`src/rtl/uart_fifo_bridge.sv`:
```
// uart_fifo_bridge
// Buffering stage between the host register interface and the UART core.
//   TX path : host pushes bytes into a TX FIFO. A pump FSM pops one byte at
//             a time and issues a one-cycle transmit strobe to the UART
//             whenever the UART is idle.
//   RX path : every uart_received strobe pushes uart_rx_byte into an RX FIFO,
//             which the host drains with first-word-fall-through reads.
//   Sticky tx_overflow / rx_overflow record dropped bytes; clear_overflow
//   clears both unless a new drop happens in the same cycle.
// Ports:
//   clk, rst                         clock, synchronous active-high reset
//   tx_wr_en, tx_wr_data             host write into the TX FIFO
//   tx_full, tx_count                TX FIFO status
//   rx_rd_en, rx_rd_data             host pop / head of the RX FIFO
//   rx_empty, rx_count               RX FIFO status
//   rx_overflow, tx_overflow         sticky drop flags
//   clear_overflow                   clears both sticky flags
//   uart_transmit, uart_tx_byte      transmit strobe and byte to the UART
//   uart_is_transmitting             UART busy indicator
//   uart_received, uart_rx_byte      receive strobe and byte from the UART
module uart_fifo_bridge #(
    parameter int DEPTH_BITS    = 4,
    parameter int START_TIMEOUT = 4
) (
    input  logic                  clk,
    input  logic                  rst,
    input  logic                  tx_wr_en,
    input  logic [7:0]            tx_wr_data,
    output logic                  tx_full,
    output logic [DEPTH_BITS:0]   tx_count,
    input  logic                  rx_rd_en,
    output logic [7:0]            rx_rd_data,
    output logic                  rx_empty,
    output logic [DEPTH_BITS:0]   rx_count,
    output logic                  rx_overflow,
    output logic                  tx_overflow,
    input  logic                  clear_overflow,
    output logic                  uart_transmit,
    output logic [7:0]            uart_tx_byte,
    input  logic                  uart_is_transmitting,
    input  logic                  uart_received,
    input  logic [7:0]            uart_rx_byte
);

    localparam int DEPTH = 1 << DEPTH_BITS;
    // One extra bit so the counter never wraps for small START_TIMEOUT values.
    localparam int TW    = $clog2(START_TIMEOUT + 1) + 1;

    localparam logic [DEPTH_BITS-1:0] PTR_ONE  = {{(DEPTH_BITS-1){1'b0}}, 1'b1};
    localparam logic [DEPTH_BITS-1:0] PTR_ZERO = {DEPTH_BITS{1'b0}};
    localparam logic [DEPTH_BITS:0]   CNT_ONE  = {{DEPTH_BITS{1'b0}}, 1'b1};
    localparam logic [DEPTH_BITS:0]   CNT_ZERO = {(DEPTH_BITS+1){1'b0}};
    localparam logic [DEPTH_BITS:0]   CNT_FULL = {1'b1, {DEPTH_BITS{1'b0}}};
    localparam logic [TW-1:0]         TMR_ONE  = {{(TW-1){1'b0}}, 1'b1};
    localparam logic [TW-1:0]         TMR_ZERO = {TW{1'b0}};
    localparam logic [TW-1:0]         TMR_LOAD = TW'(START_TIMEOUT);

    typedef enum logic [1:0] {
        P_IDLE       = 2'd0,
        P_WAIT_START = 2'd1,
        P_WAIT_DONE  = 2'd2
    } pump_state_t;

    // TX FIFO state
    logic [7:0]            tx_mem_r [DEPTH];
    logic [DEPTH_BITS-1:0] tx_wr_ptr_r;
    logic [DEPTH_BITS-1:0] tx_rd_ptr_r;
    logic [DEPTH_BITS:0]   tx_count_r;
    logic                  tx_overflow_r;

    // RX FIFO state
    logic [7:0]            rx_mem_r [DEPTH];
    logic [DEPTH_BITS-1:0] rx_wr_ptr_r;
    logic [DEPTH_BITS-1:0] rx_rd_ptr_r;
    logic [DEPTH_BITS:0]   rx_count_r;
    logic                  rx_overflow_r;

    // Pump FSM state
    pump_state_t           pump_state_r;
    logic [TW-1:0]         timer_r;
    logic                  uart_transmit_r;
    logic [7:0]            uart_tx_byte_r;

    logic tx_full_s, tx_empty_s, tx_pop_s, tx_push_s, tx_drop_s;
    logic rx_full_s, rx_empty_s, rx_pop_s, rx_push_s, rx_drop_s;

    assign tx_full_s  = (tx_count_r == CNT_FULL);
    assign tx_empty_s = (tx_count_r == CNT_ZERO);
    assign rx_full_s  = (rx_count_r == CNT_FULL);
    assign rx_empty_s = (rx_count_r == CNT_ZERO);

    // The pump pops in the same cycle it launches the strobe, so a pop frees
    // a slot that a simultaneous host write may take even when full.
    assign tx_pop_s  = (pump_state_r == P_IDLE) && !tx_empty_s && !uart_is_transmitting;
    assign tx_push_s = tx_wr_en && (!tx_full_s || tx_pop_s);
    assign tx_drop_s = tx_wr_en && tx_full_s && !tx_pop_s;

    // Reads of an empty FIFO are ignored, so an empty push+read is push only.
    assign rx_pop_s  = rx_rd_en && !rx_empty_s;
    assign rx_push_s = uart_received && (!rx_full_s || rx_pop_s);
    assign rx_drop_s = uart_received && rx_full_s && !rx_pop_s;

    assign tx_full       = tx_full_s;
    assign tx_count      = tx_count_r;
    assign tx_overflow   = tx_overflow_r;
    assign rx_empty      = rx_empty_s;
    assign rx_count      = rx_count_r;
    assign rx_overflow   = rx_overflow_r;
    assign rx_rd_data    = rx_mem_r[rx_rd_ptr_r];
    assign uart_transmit = uart_transmit_r;
    assign uart_tx_byte  = uart_tx_byte_r;

    // TX FIFO storage, pointers and occupancy.
    always_ff @(posedge clk) begin
        if (rst) begin
            tx_wr_ptr_r <= PTR_ZERO;
            tx_rd_ptr_r <= PTR_ZERO;
            tx_count_r  <= CNT_ZERO;
            for (int i = 0; i < DEPTH; i++) begin
                tx_mem_r[i] <= 8'h00;
            end
        end else begin
            if (tx_push_s) begin
                tx_mem_r[tx_wr_ptr_r] <= tx_wr_data;
                tx_wr_ptr_r           <= tx_wr_ptr_r + PTR_ONE;
            end
            if (tx_pop_s) begin
                tx_rd_ptr_r <= tx_rd_ptr_r + PTR_ONE;
            end
            case ({tx_push_s, tx_pop_s})
                2'b10:   tx_count_r <= tx_count_r + CNT_ONE;
                2'b01:   tx_count_r <= tx_count_r - CNT_ONE;
                default: tx_count_r <= tx_count_r;
            endcase
        end
    end

    // RX FIFO storage, pointers and occupancy.
    always_ff @(posedge clk) begin
        if (rst) begin
            rx_wr_ptr_r <= PTR_ZERO;
            rx_rd_ptr_r <= PTR_ZERO;
            rx_count_r  <= CNT_ZERO;
            for (int i = 0; i < DEPTH; i++) begin
                rx_mem_r[i] <= 8'h00;
            end
        end else begin
            if (rx_push_s) begin
                rx_mem_r[rx_wr_ptr_r] <= uart_rx_byte;
                rx_wr_ptr_r           <= rx_wr_ptr_r + PTR_ONE;
            end
            if (rx_pop_s) begin
                rx_rd_ptr_r <= rx_rd_ptr_r + PTR_ONE;
            end
            case ({rx_push_s, rx_pop_s})
                2'b10:   rx_count_r <= rx_count_r + CNT_ONE;
                2'b01:   rx_count_r <= rx_count_r - CNT_ONE;
                default: rx_count_r <= rx_count_r;
            endcase
        end
    end

    // Sticky overflow flags; a new drop outranks a simultaneous clear.
    always_ff @(posedge clk) begin
        if (rst) begin
            tx_overflow_r <= 1'b0;
            rx_overflow_r <= 1'b0;
        end else begin
            if (tx_drop_s) begin
                tx_overflow_r <= 1'b1;
            end else if (clear_overflow) begin
                tx_overflow_r <= 1'b0;
            end
            if (rx_drop_s) begin
                rx_overflow_r <= 1'b1;
            end else if (clear_overflow) begin
                rx_overflow_r <= 1'b0;
            end
        end
    end

    // Pump FSM: launch a byte, wait for the UART to go busy (or time out,
    // treating the byte as consumed), then wait for the UART to finish.
    always_ff @(posedge clk) begin
        if (rst) begin
            pump_state_r    <= P_IDLE;
            timer_r         <= TMR_ZERO;
            uart_transmit_r <= 1'b0;
            uart_tx_byte_r  <= 8'h00;
        end else begin
            case (pump_state_r)
                P_IDLE: begin
                    uart_transmit_r <= 1'b0;
                    if (tx_pop_s) begin
                        uart_tx_byte_r  <= tx_mem_r[tx_rd_ptr_r];
                        uart_transmit_r <= 1'b1;
                        timer_r         <= TMR_LOAD;
                        pump_state_r    <= P_WAIT_START;
                    end
                end
                P_WAIT_START: begin
                    uart_transmit_r <= 1'b0;
                    if (uart_is_transmitting) begin
                        pump_state_r <= P_WAIT_DONE;
                    end else if (timer_r <= TMR_ONE) begin
                        // UART never acknowledged (reset or divider change).
                        timer_r      <= TMR_ZERO;
                        pump_state_r <= P_IDLE;
                    end else begin
                        timer_r <= timer_r - TMR_ONE;
                    end
                end
                P_WAIT_DONE: begin
                    uart_transmit_r <= 1'b0;
                    if (!uart_is_transmitting) begin
                        pump_state_r <= P_IDLE;
                    end
                end
                default: begin
                    uart_transmit_r <= 1'b0;
                    pump_state_r    <= P_IDLE;
                end
            endcase
        end
    end

endmodule

```
`config.mk`:
```
export PLATFORM = sky130hd
export DESIGN_NAME = uart_fifo_bridge
export DESIGN_NICKNAME = d
export VERILOG_FILES = /design/src/rtl/uart_fifo_bridge.sv
export SDC_FILE = /design/constraint.sdc
export NUM_CORES = 1
export LEC_CHECK = 0
export ABC_AREA = 1
export BUFFER_PORTS_ARGS = -buffer_cell sky130_fd_sc_hd__buf_2
export CAP_MARGIN = 10
export CORE_UTILIZATION = 50
export CTS_BUF_LIST = sky130_fd_sc_hd__clkbuf_4
export CTS_CLUSTER_SIZE = 16
export DETAILED_ROUTE_END_ITERATION = 10
export PLACE_DENSITY = 0.67
export SLEW_MARGIN = 10
export SYNTH_ARGS = -nofsm -noshare
export SYNTH_HDL_FRONTEND = slang
export SYNTH_SLANG_ARGS = --single-unit
```
`constraint.sdc`:
```
create_clock -name clk -period 3.8 [get_ports clk]
set_input_delay 0.38 -clock clk [delete_from_list [all_inputs] [get_ports clk]]
set_output_delay 0.38 -clock clk [all_outputs]
set_load 0.02 [all_outputs]
```
==> out/qor.txt, run 1 <==
Die Y = 169 µm
die width = 169 µm
Power Dens Cells = 602 mW/mm²
Avg Cell Area, Syn = 10.2 µm²
largest net degree at the start of global routing = 70
worst setup path class = reg -> out
crit start category = register
# resized after CTS = 0
vias in the first global route = 9910
Remaining Overflow, GRT = 0
WHS Endpoint = rx_overflow$_SDFFE_PP0P_
detailed placer's ending HPWL = 21800 µm
CTS sink cnt = 303
ratio of cells with drive above 1 in the final layout = 16.7%
Routed wire per std cell = 18.0 µm
WL final = 33900 µm
fmax = 327 MHz
number of remaining DRC errors = 0
RSZ-0062 raised after global routing = no
area grow syn2layout = 11.4%
I/O Buffers = 53
Post-Synth Simple-Gate Area = 17.9%
Hold Crit Class = in -> reg
number of setup buffers added after CTS = 0
Multi-input gate area = 0.00463 mm²
hold_sp = uart_received
Post-Syn Nets = 1415
Leakage = 6.50 nW
Antenna Nets Post-Route = 0
post-synthesis mux area share = 2.29%
Post-Syn Instances = 1375
setup_tns = 0 ns
DP Area = 0.0145 mm²
Core Rows = 60
fill count = 2403
cell area after synthesis = 0.0140 mm²
Final Setup Violations = 0
first-pass GRT wire length = 53500 µm
Int Pwr = 6.19 mW
vias per inst = 5.45
FF+latch area = 0.00863 mm²
R2R depth = 8
Initial Util = 51.5%
clock share of power = 31.2%
post-synthesis compound-gate area fraction = 11.0%
first drt pass iteration count = 5
design area = 0.0156 mm²
hold depth = 3
Clock Pin Slew Worst Setup and Hold Paths = 0.06 ns
combinational power share = 25.0%
share of power burned in registers = 43.8%
floorplan core area = 0.0272 mm²
clock tree from TritonCTS = built
Reg-to-Reg Start = tx_rd_ptr_r[0]$_SDFFE_PP0N_
WP data required = 3.42 ns
maximum VDD drop = 0.370 mV
CTS Root Cell = clkbuf_4
Hold Vio Cnt, Final = 0
initial antenna violation count = 2
Num CTS Buffers = 81
routability cong. = 0.851
synth warn = 0
initial DRC count = 828
largest family of logic cells by synthesized area = simple AND/OR/NAND/NOR gates
CTS H-tree depth = 3
R2R Setup Slk = 1.46 ns
CP max FO = 69
Post-Synth Adder-Cell Area = 1.57%
sequential share of the synthesized area = 61.6%
status = completed
Slew @ Worst Pin = 1.01 ns
final number of max-transition violations = 0
Post-Synth XOR/XNOR Area = 0.313%
Net count, final = 1491
worst skew pair latency = 0.70 ns
synthesized flop and latch total = 303
sw power = 3.20 mW
die area = 0.0287 mm²
fin crit period = 3.06 ns
MaxCap Viol Count = 0
Via Count = 10300
IO Count = 54
crit end category = output pin
CP arrival = 2.68 ns
Max-Slew Margin vs Limit = 32.5%
RR Endpoint = uart_tx_byte[2]$_SDFFE_PP0P_
Tot GR Track Use = 24.3%
Synth cell types = 43
switch share = 34.1%
period utilization = 80.5%
Clock Tree Buf Depth = 3
Clock Skew = 0.0639 ns
state kept, by name, summed over array words and instances (netlist names), named ones only:
signal,cells
tx_rd_ptr_r,4
rx_wr_ptr_r,4
uart_tx_byte,8
rx_rd_ptr_r,4
pump_state_r,2
tx_mem_r,128
rx_overflow,1
tx_count,5
uart_transmit,1
rx_mem_r,128
tx_overflow,1
tx_wr_ptr_r,4
timer_r,4
rx_count,5
critical path: stages (launching register included):
cell and delay (ns):
dfxtp_4 0.82, buf_4 0.40, mux2i_1 0.22, o21ai_0 0.10, o211ai_1 0.23, nand2_1 0.07, buf_2 0.15
power by group through the flow:
| stage | clock, mW | sequential [mW] | combinational [mW] |
|---|---|---|---|
| after floorplan | 0 | 4.14 | 1.69 |
| after global placement | 0 | 4.18 | 2.32 |
| after detailed placement | 0 | 4.19 | 2.33 |
| after CTS | 2.97 | 4.12 | 2.35 |
| after global routing | 3.16 | 4.15 | 2.61 |
| final | 2.93 | 4.12 | 2.35 |
timing repair:
action,in CTS,in global routing
hold endpoints to repair,3,0
setup endpoints to repair,0,0
hold buffers,3,0
cell usage after synthesis, drive strengths merged:
cell type / count / area share (%)
clkbuf: 56 / 1.5
nor4: 2 / 0.13
a311oi: 1 / 0.063
or2: 1 / 0.045
nor2: 382 / 11
a211oi: 3 / 0.20
nand4: 6 / 0.27
dfxtp: 47 / 6.7
and3: 1 / 0.045
buf: 17 / 0.64
a21oi: 54 / 2.0
nor3: 6 / 0.39
clkinv: 2 / 0.054
o31ai: 1 / 0.054
nand3: 40 / 1.6
xnor2: 2 / 0.13
o211ai: 43 / 2.3
nand2: 126 / 4.5
o22ai: 10 / 0.45
ha: 16 / 1.4
xor2: 3 / 0.19
fa: 1 / 0.14
mux2i: 32 / 2.3
edfxtp: 256 / 55
o21ai: 128 / 4.6
nor3b: 1 / 0.054
o221ai: 22 / 1.4
inv: 116 / 3.1
layout make-up:
| type | instances | share of cell area, % |
|---|---|---|
| Sequential cell | 303 | 55.4 |
| Multi-Input combinational cell | 881 | 29.7 |
| Clock buffer | 121 | 5.82 |
| Antenna cell | 2 | 0.0321 |
| Tap cell | 372 | 2.98 |
| Inverter | 118 | 2.86 |
| Timing Repair Buffer | 66 | 2.37 |
| Clock inverter | 22 | 0.899 |
routing by layer:
layer | part of all wire [%] | track usage [%] | wire [µm] | up-vias
met4 | 3.2 | 10.1 | 1070 | 0
met5 | 0 | 0 | 0 | -
li1 | - | - | - | 4948
met2 | 49 | 40.3 | 16600 | 331
met3 | 4.7 | 4.87 | 1600 | 73
met1 | 43 | 31.2 | 14700 | 4920
metrics by stage:
| stage | hold WS [ns] | worst slack [ns] | instances | util (%) | power [mW] |
|---|---|---|---|---|---|
| floorplan | 0.427 | 1.70 | 1375 | - | 5.83 |
| global placement | 0.437 | 1.44 | 1737 | 53.4 | 6.50 |
| detailed placement | 0.439 | 1.42 | 1737 | 53.4 | 6.52 |
| CTS | 0.0510 | 0.687 | 1883 | 57.4 | 9.44 |
| global route | 0.0519 | 0.524 | 1885 | 57.4 | 9.92 |
| finish | 0.0674 | 0.742 | 1885 | 57.4 | 9.39 |
kinds of logic (layout without fill, tap and decap cells):
group	Yosys count	in the layout
xor+xnor	5	5
fa+ha+maj	17	17
compound gates	262	262
simple gates	565	565
other cells	0	2
buf+inv	191	327
flops	303	303
mux	32	32
cell usage in the layout, fill, tap and decap left out, drive strengths merged, types with 2 or more instances in the layout:
cell type      n
nor2         382
edfxtp       256
o21ai        128
nand2        126
clkbuf       121
inv          118
buf           63
a21oi         54
dfxtp         47
o211ai        43
nand3         40
mux2i         32
o221ai        22
clkinv        19
ha            16
o22ai         10
nand4          6
nor3           6
xor2           3
dlygate4sd3    3
a211oi         3
diode          2
xnor2          2
bufinv         2
nor4           2
worst max-delay path by stage:
stage,startpoint,end,slack (ns),cells after the start
global placement,register,rx_rd_data[6],1.44,6
global route,register,rx_rd_data[4],0.52,7
detailed placement,register,rx_rd_data[6],1.42,6
floorplan,rx_count[0]$_SDFFE_PP0P_,rx_count[4]$_SDFFE_PP0P_,1.70,13
finish,register,rx_rd_data[6],0.74,6
CTS,register,rx_rd_data[6],0.69,6
(Power assumes the default switching activity.)
==> run 2: changes to the inputs <==
--- a/config.mk
+++ b/config.mk
@@ -12,7 +12,7 @@
 export CTS_BUF_LIST = sky130_fd_sc_hd__clkbuf_4
 export CTS_CLUSTER_SIZE = 16
 export DETAILED_ROUTE_END_ITERATION = 10
-export PLACE_DENSITY = 0.67
+export PLACE_DENSITY = 0.69
 export SLEW_MARGIN = 10
 export SYNTH_ARGS = -nofsm -noshare
 export SYNTH_HDL_FRONTEND = slang
==> constraint.sdc (replaced) <==
create_clock -name clk -period 2.8 [get_ports clk]
set_input_delay 0.28 -clock clk [delete_from_list [all_inputs] [get_ports clk]]
set_output_delay 0.28 -clock clk [all_outputs]
set_load 0.02 [all_outputs]
==> out/qor.txt, run 2 (synthesis gave the netlist of run 1 again) <==
Critical Path Max Stage Delay = 0.53 ns (-0.29 ns)
vias in the first global route = 10000 (+1.1%)
number of remaining DRC errors = 0 (unchanged)
Hold Vio Cnt, Final = 0 (unchanged)
Antenna Nets Post-Route = 0 (unchanged)
initial antenna violation count = 1 (-1)
largest net degree at the start of global routing = 58 (-17%)
Leakage = 6.55 nW (+0.69%)
Net count, final = 1504 (+0.87%)
RSZ-0062 raised after global routing = no
period utilization = 95.4%
IO Count = 54 (unchanged)
worst setup path class = reg -> out
crit end category = output pin
Num CTS Buffers = 78 (-3.7%)
worst path bufs/invs = 2 (unchanged)
Setup WS pre-CTS = 0.580 ns (-0.840 ns)
critical path cell sequence = clkinvlp_4, o21ai_0, o211ai_1, nand2_1, buf_2
Slew @ Worst Pin = 0.913 ns (-0.0980 ns)
area grow syn2layout = 11.9%
Clock Pin Slew Worst Setup and Hold Paths = 0.06 ns (about the same)
fmax = 374 MHz
setup_tns = 0 ns (unchanged)
Hold Crit Class = in -> reg
commonest non-fill, non-tap cells in the layout = 373 x nor2_1, 256 x edfxtp_1, 128 x o21ai_0, 115 x clkbuf_4, 109 x inv_1
fin crit period = 2.67 ns
CP arrival = 2.39 ns (-0.29 ns)
routability cong. = 0.876 (+3.0%)
worst skew pair latency = 0.69 ns (about the same)
Tot GR Track Use = 24.6% (+0.28 points)
CTS sink cnt = 303 (unchanged)
final number of max-transition violations = 0 (unchanged)
Final Setup Violations = 0 (unchanged)
Reg-to-Reg Start = rx_count[0]$_SDFFE_PP0P_
MaxCap Viol Count = 0 (unchanged)
status = completed
I/O Buffers = 53 (unchanged)
Top delay family on crit path = compound AO/OA/AOI/OAI gates
vias per inst = 5.46 (+0.27%)
hold_sp = rx_rd_en
Cells after DPL = 1749 (+0.69%)
non-filler instance count after layout = 1891 (+0.32%)
Initial Util = 51.5% (unchanged)
overall power = 12.6 mW (+34%)
CP max FO = 16 (-77%)
Critical-path top delay cell = dfxtp_1
most common cell after layout, fill and taps aside = nor2_1
die width = 169 µm (unchanged)
maximum VDD drop = 0.518 mV (+40%)
Remaining Overflow, GRT = 0 (unchanged)
Die Y = 169 µm (unchanged)
floorplan core area = 0.0272 mm² (unchanged)
Power Dens Cells = 806 mW/mm² (+34%)
CTS Root Cell = clkbuf_4
WP data required = 2.52 ns (-0.90 ns)
PnR worst setup slack = 0.128 ns (-0.614 ns)
WL final = 34800 µm (+2.8%)
Via Count = 10300 (+0.59%)
Max-Slew Margin vs Limit = 39.1% (+6.5 points)
clock tree from TritonCTS = built
Clock Tree Buf Depth = 3 (unchanged)
initial DRC count = 1051 (+27%)
crit start category = register
ratio of cells with drive above 1 in the final layout = 17.2% (+0.52 points)
first-pass GRT wire length = 53400 µm (-0.13%)
die area = 0.0287 mm² (unchanged)
Core Rows = 60 (unchanged)
first drt pass iteration count = 6 (+1)
hold_ws = 0.0578 ns (-0.00965 ns)
Clock Skew = 0.0343 ns (-0.0296 ns)
CTS H-tree depth = 3 (unchanged)
Routed wire per std cell = 18.4 µm (+2.4%)
detailed placer's ending HPWL = 21900 µm (+0.73%)
-- run 2: cell types whose count changed in the layout (fill, tap and decap cells not counted), sizes merged --
cell | before | now
clkinv | 19 | 17
clkinvlp | 1 | 2
clkbuf | 121 | 115
bufinv | 2 | 1
dlygate4sd3 | 3 | 5
buf | 63 | 76
diode | 2 | 1
-- run 2: power breakdown --
part | leakage [nW] | switching, mW | internal [mW]
Sequential | 3.03 | 0.268 | 5.24
Combinational | 2.93 | 2.33 | 1.06
Clock | 0.584 | 1.77 | 1.97
-- run 2: through the flow --
step	area [µm²]	utilization, %
3_5_place_dp	14600	53.8
2_1_floorplan	14000	-
5_1_grt	15700	57.7
4_1_cts	15700	57.6
3_3_place_gp	14600	53.8
6_report	15700	57.7
-- run 2: final timing paths --
path / endpoint / slack, ns / cells after the start
max: rx_rd_data[4] / 0.13 / 5
min: rx_rd_ptr_r[0]$_SDFFE_PP0N_ / 0.06 / 4
max reg2reg: rx_count[4]$_SDFFE_PP0P_ / 0.54 / 13
min reg2reg: pump_state_r[1]$_SDFFE_PP0P_ / 0.45 / 1
-- run 2: repair_timing --
| item | 4_1_cts | 5_1_grt |
|---|---|---|
| hold endpoints to repair | 5 | 0 |
| setup buffers | 1 | 0 |
| setup endpoints to repair | 5 | 5 |
| hold buffers | 5 | 0 |
| gates cloned | 0 | 1 |
| gates resized for setup | 1 | 2 |
-- run 2: layer usage --
metal | vias to the layer above | global-route usage [%] | share of wire, %
met3 | 89 | 3.66 | 6.8
met5 | - | 0 | 0
li1 | 4958 | - | -
met1 | 4854 | 31.1 | 40
met4 | 0 | 10.8 | 3.1
met2 | 432 | 42.0 | 50
-- run 2: cell type report --
class                      count  area, µm²
antenna                        1       2.50
clock buffer                 115        863
clock inverter                19        100
fill                        2389      11500
inverter                     118        449
multi-input combinational    881       4630
sequential                   303       8630
tap                          372        465
timing repair buffer          81        524
timing repair inverter         1       7.51
-- run 2: worst min-delay path: cells and delay by family --
family | cells | cell delay, ns
buffers and inverters | 1 | 0.11
and+or+nand+nor | 3 | 0.30
==> run 3: changes to the inputs <==
--- a/config.mk
+++ b/config.mk
@@ -13,6 +13,7 @@
 export CTS_CLUSTER_SIZE = 16
 export DETAILED_ROUTE_END_ITERATION = 10
 export PLACE_DENSITY = 0.69
+export REMOVE_ABC_BUFFERS = 1
 export SLEW_MARGIN = 10
 export SYNTH_ARGS = -nofsm -noshare
 export SYNTH_HDL_FRONTEND = slang
==> out/qor.txt, run 3 (synthesis gave the netlist of run 1 again) <==
Top delay family on crit path = buffers and inverters
CTS Root Cell = clkbuf_4
most common cell after layout, fill and taps aside = nor2_1
largest net degree at the start of global routing = 66 (+14%)
vias per inst = 5.49 (+0.54%)
hold_ws = 0.0740 ns (+0.0162 ns)
RSZ-0062 raised after global routing = no
MaxCap Viol Count = 0 (unchanged)
Remaining Overflow, GRT = 0 (unchanged)
first drt pass iteration count = 6 (unchanged)
period utilization = 95.4% (about the same)
die width = 169 µm (unchanged)
detailed placer's ending HPWL = 21700 µm (-1.1%)
fmax = 374 MHz (about the same)
CP arrival = 2.39 ns (about the same)
PnR worst setup slack = 0.130 ns (+0.00134 ns)
Crit path depth = 5 (unchanged)
CTS sink cnt = 303 (unchanged)
Die Y = 169 µm (unchanged)
fill count = 2369 (-0.84%)
worst skew pair latency = 0.70 ns (about the same)
floorplan core area = 0.0272 mm² (unchanged)
Reg-to-Reg Start = rx_count[0]$_SDFFE_PP0P_
die area = 0.0287 mm² (unchanged)
Critical-path top delay cell = clkinvlp_4
Critical Path Max Stage Delay = 0.45 ns (-0.08 ns)
CP max FO = 32 (+16)
Antenna Nets Post-Route = 0 (unchanged)
setup_tns = 0 ns (unchanged)
commonest non-fill, non-tap cells in the layout = 373 x nor2_1, 256 x edfxtp_1, 128 x o21ai_0, 121 x clkbuf_4, 109 x inv_1
Clock Skew = 0.0284 ns (-0.00598 ns)
Tot GR Track Use = 24.3% (-0.28 points)
worst setup path class = reg -> out
Slew @ Worst Pin = 0.914 ns (+0.00110 ns)
maximum VDD drop = 0.464 mV (-10%)
area grow syn2layout = 12.4%
R2R depth = 13 (unchanged)
Core Rows = 60 (unchanged)
Clock Pin Slew Worst Setup and Hold Paths = 0.07 ns (about the same)
clock tree from TritonCTS = built
IO Count = 54 (unchanged)
critical path cell sequence = clkinvlp_4, o21ai_0, o211ai_1, nand2_1, buf_2
CTS H-tree depth = 3 (unchanged)
Hold Crit Class = in -> reg
initial antenna violation count = 1 (unchanged)
Routed wire per std cell = 18.2 µm (-0.96%)
CP endpoint = rx_rd_data[3]
Via Count = 10400 (+0.65%)
R2R Setup Slk = 0.52 ns (-0.02 ns)
Leakage = 6.57 nW (+0.40%)
ratio of cells with drive above 1 in the final layout = 17.2% (-0.023 points)
Net count, final = 1502 (-0.13%)
I/O Buffers = 53 (unchanged)
Max-Slew Margin vs Limit = 39.0% (-0.073 points)
number of remaining DRC errors = 0 (unchanged)
initial DRC count = 1227 (+17%)
status = completed
Hold Vio Cnt, Final = 0 (unchanged)
Num CTS Buffers = 79 (+1.3%)
routability cong. = 0.878 (+0.16%)
final number of max-transition violations = 0 (unchanged)
fin crit period = 2.67 ns (-0.00134 ns)
WP data required = 2.52 ns (about the same)
crit end category = output pin
vias in the first global route = 9995 (-0.22%)
Cells after DPL = 1746 (-0.17%)
worst path bufs/invs = 2 (unchanged)
Final Setup Violations = 0 (unchanged)
crit start category = register
Initial Util = 51.5% (unchanged)
WL final = 34500 µm (-0.85%)
non-filler instance count after layout = 1893 (+0.11%)
Clock Tree Buf Depth = 3 (unchanged)
first-pass GRT wire length = 53500 µm (+0.16%)
RR Endpoint = rx_count[4]$_SDFFE_PP0P_
Power Dens Cells = 815 mW/mm² (+1.2%)
Setup WS pre-CTS = 0.556 ns (-0.0244 ns)
-- run 3: tightest hold or removal path, delay by kind of cell --
kind / cells / cell delay, ns
simple gates: 3 / 0.30
buf+inv: 1 / 0.12
-- run 3: timing repair --
action                                  in CTS  in global routing
hold endpoints to repair                     7                  0
endpoints found under the setup margin       7                  1
gates resized for setup                      1                  0
buffers inserted                             1                  1
hold buffers                                 5                  0
-- run 3: through the flow --
| stage | area, µm² | power [mW] | util [%] |
|---|---|---|---|
| 2_1_floorplan | 13700 | 7.80 | - |
| 3_3_place_gp | 14600 | 8.83 | 53.7 |
| 3_5_place_dp | 14600 | 8.88 | 53.7 |
| 4_1_cts | 15700 | 12.8 | 57.8 |
| 5_1_grt | 15700 | 13.5 | 57.9 |
| 6_report | 15700 | 12.8 | 57.9 |
-- run 3: worst min-delay path by stage --
| stage | startpoint | endpoint | slack, ns | depth (start not counted) |
|---|---|---|---|---|
| floorplan | rst | pump_state_r[0]$_SDFFE_PP0P_ | 0.35 | 1 |
| global placement | pump_state_r[1]$_SDFFE_PP0P_ | pump_state_r[1]$_SDFFE_PP0P_ | 0.44 | 1 |
| detailed placement | pump_state_r[0]$_SDFFE_PP0P_ | pump_state_r[1]$_SDFFE_PP0P_ | 0.45 | 1 |
| CTS | rx_rd_en | rx_rd_ptr_r[0]$_SDFFE_PP0N_ | 0.02 | 4 |
| global route | rx_rd_en | rx_count[4]$_SDFFE_PP0P_ | 0.09 | 5 |
| finish | rx_rd_en | rx_rd_ptr_r[0]$_SDFFE_PP0N_ | 0.07 | 4 |
-- run 3: final cells by class --
class                           instances  area (µm²)  share of cell area (%)
Tap cell                              372         465                    2.96
Clock buffer                          121         908                    5.77
Antenna cell                            1        2.50                  0.0159
Inverter                              118         449                    2.85
Timing Repair Buffer                   79         528                    3.36
Sequential cell                       303        8630                    54.9
Clock inverter                         18         121                   0.771
Multi-Input combinational cell        881        4630                    29.4
-- run 3: report_power, final --
| group | internal (mW) | switching [mW] |
|---|---|---|
| clock network | 2.14 | 1.80 |
| logic | 1.07 | 2.30 |
| registers | 5.24 | 0.274 |
| total | 8.45 | 4.38 |
-- run 3: metal layers --
| layer | vias up | part of all wire [%] | routed length, µm | track usage [%] |
|---|---|---|---|---|
| met5 | - | 0 | 0 | 0 |
| met1 | 4894 | 42 | 14500 | 31.9 |
| met4 | 0 | 2.6 | 910 | 9.13 |
| met2 | 479 | 48 | 16400 | 39.9 |
| met3 | 82 | 7.7 | 2660 | 4.97 |
| li1 | 4945 | - | - | - |
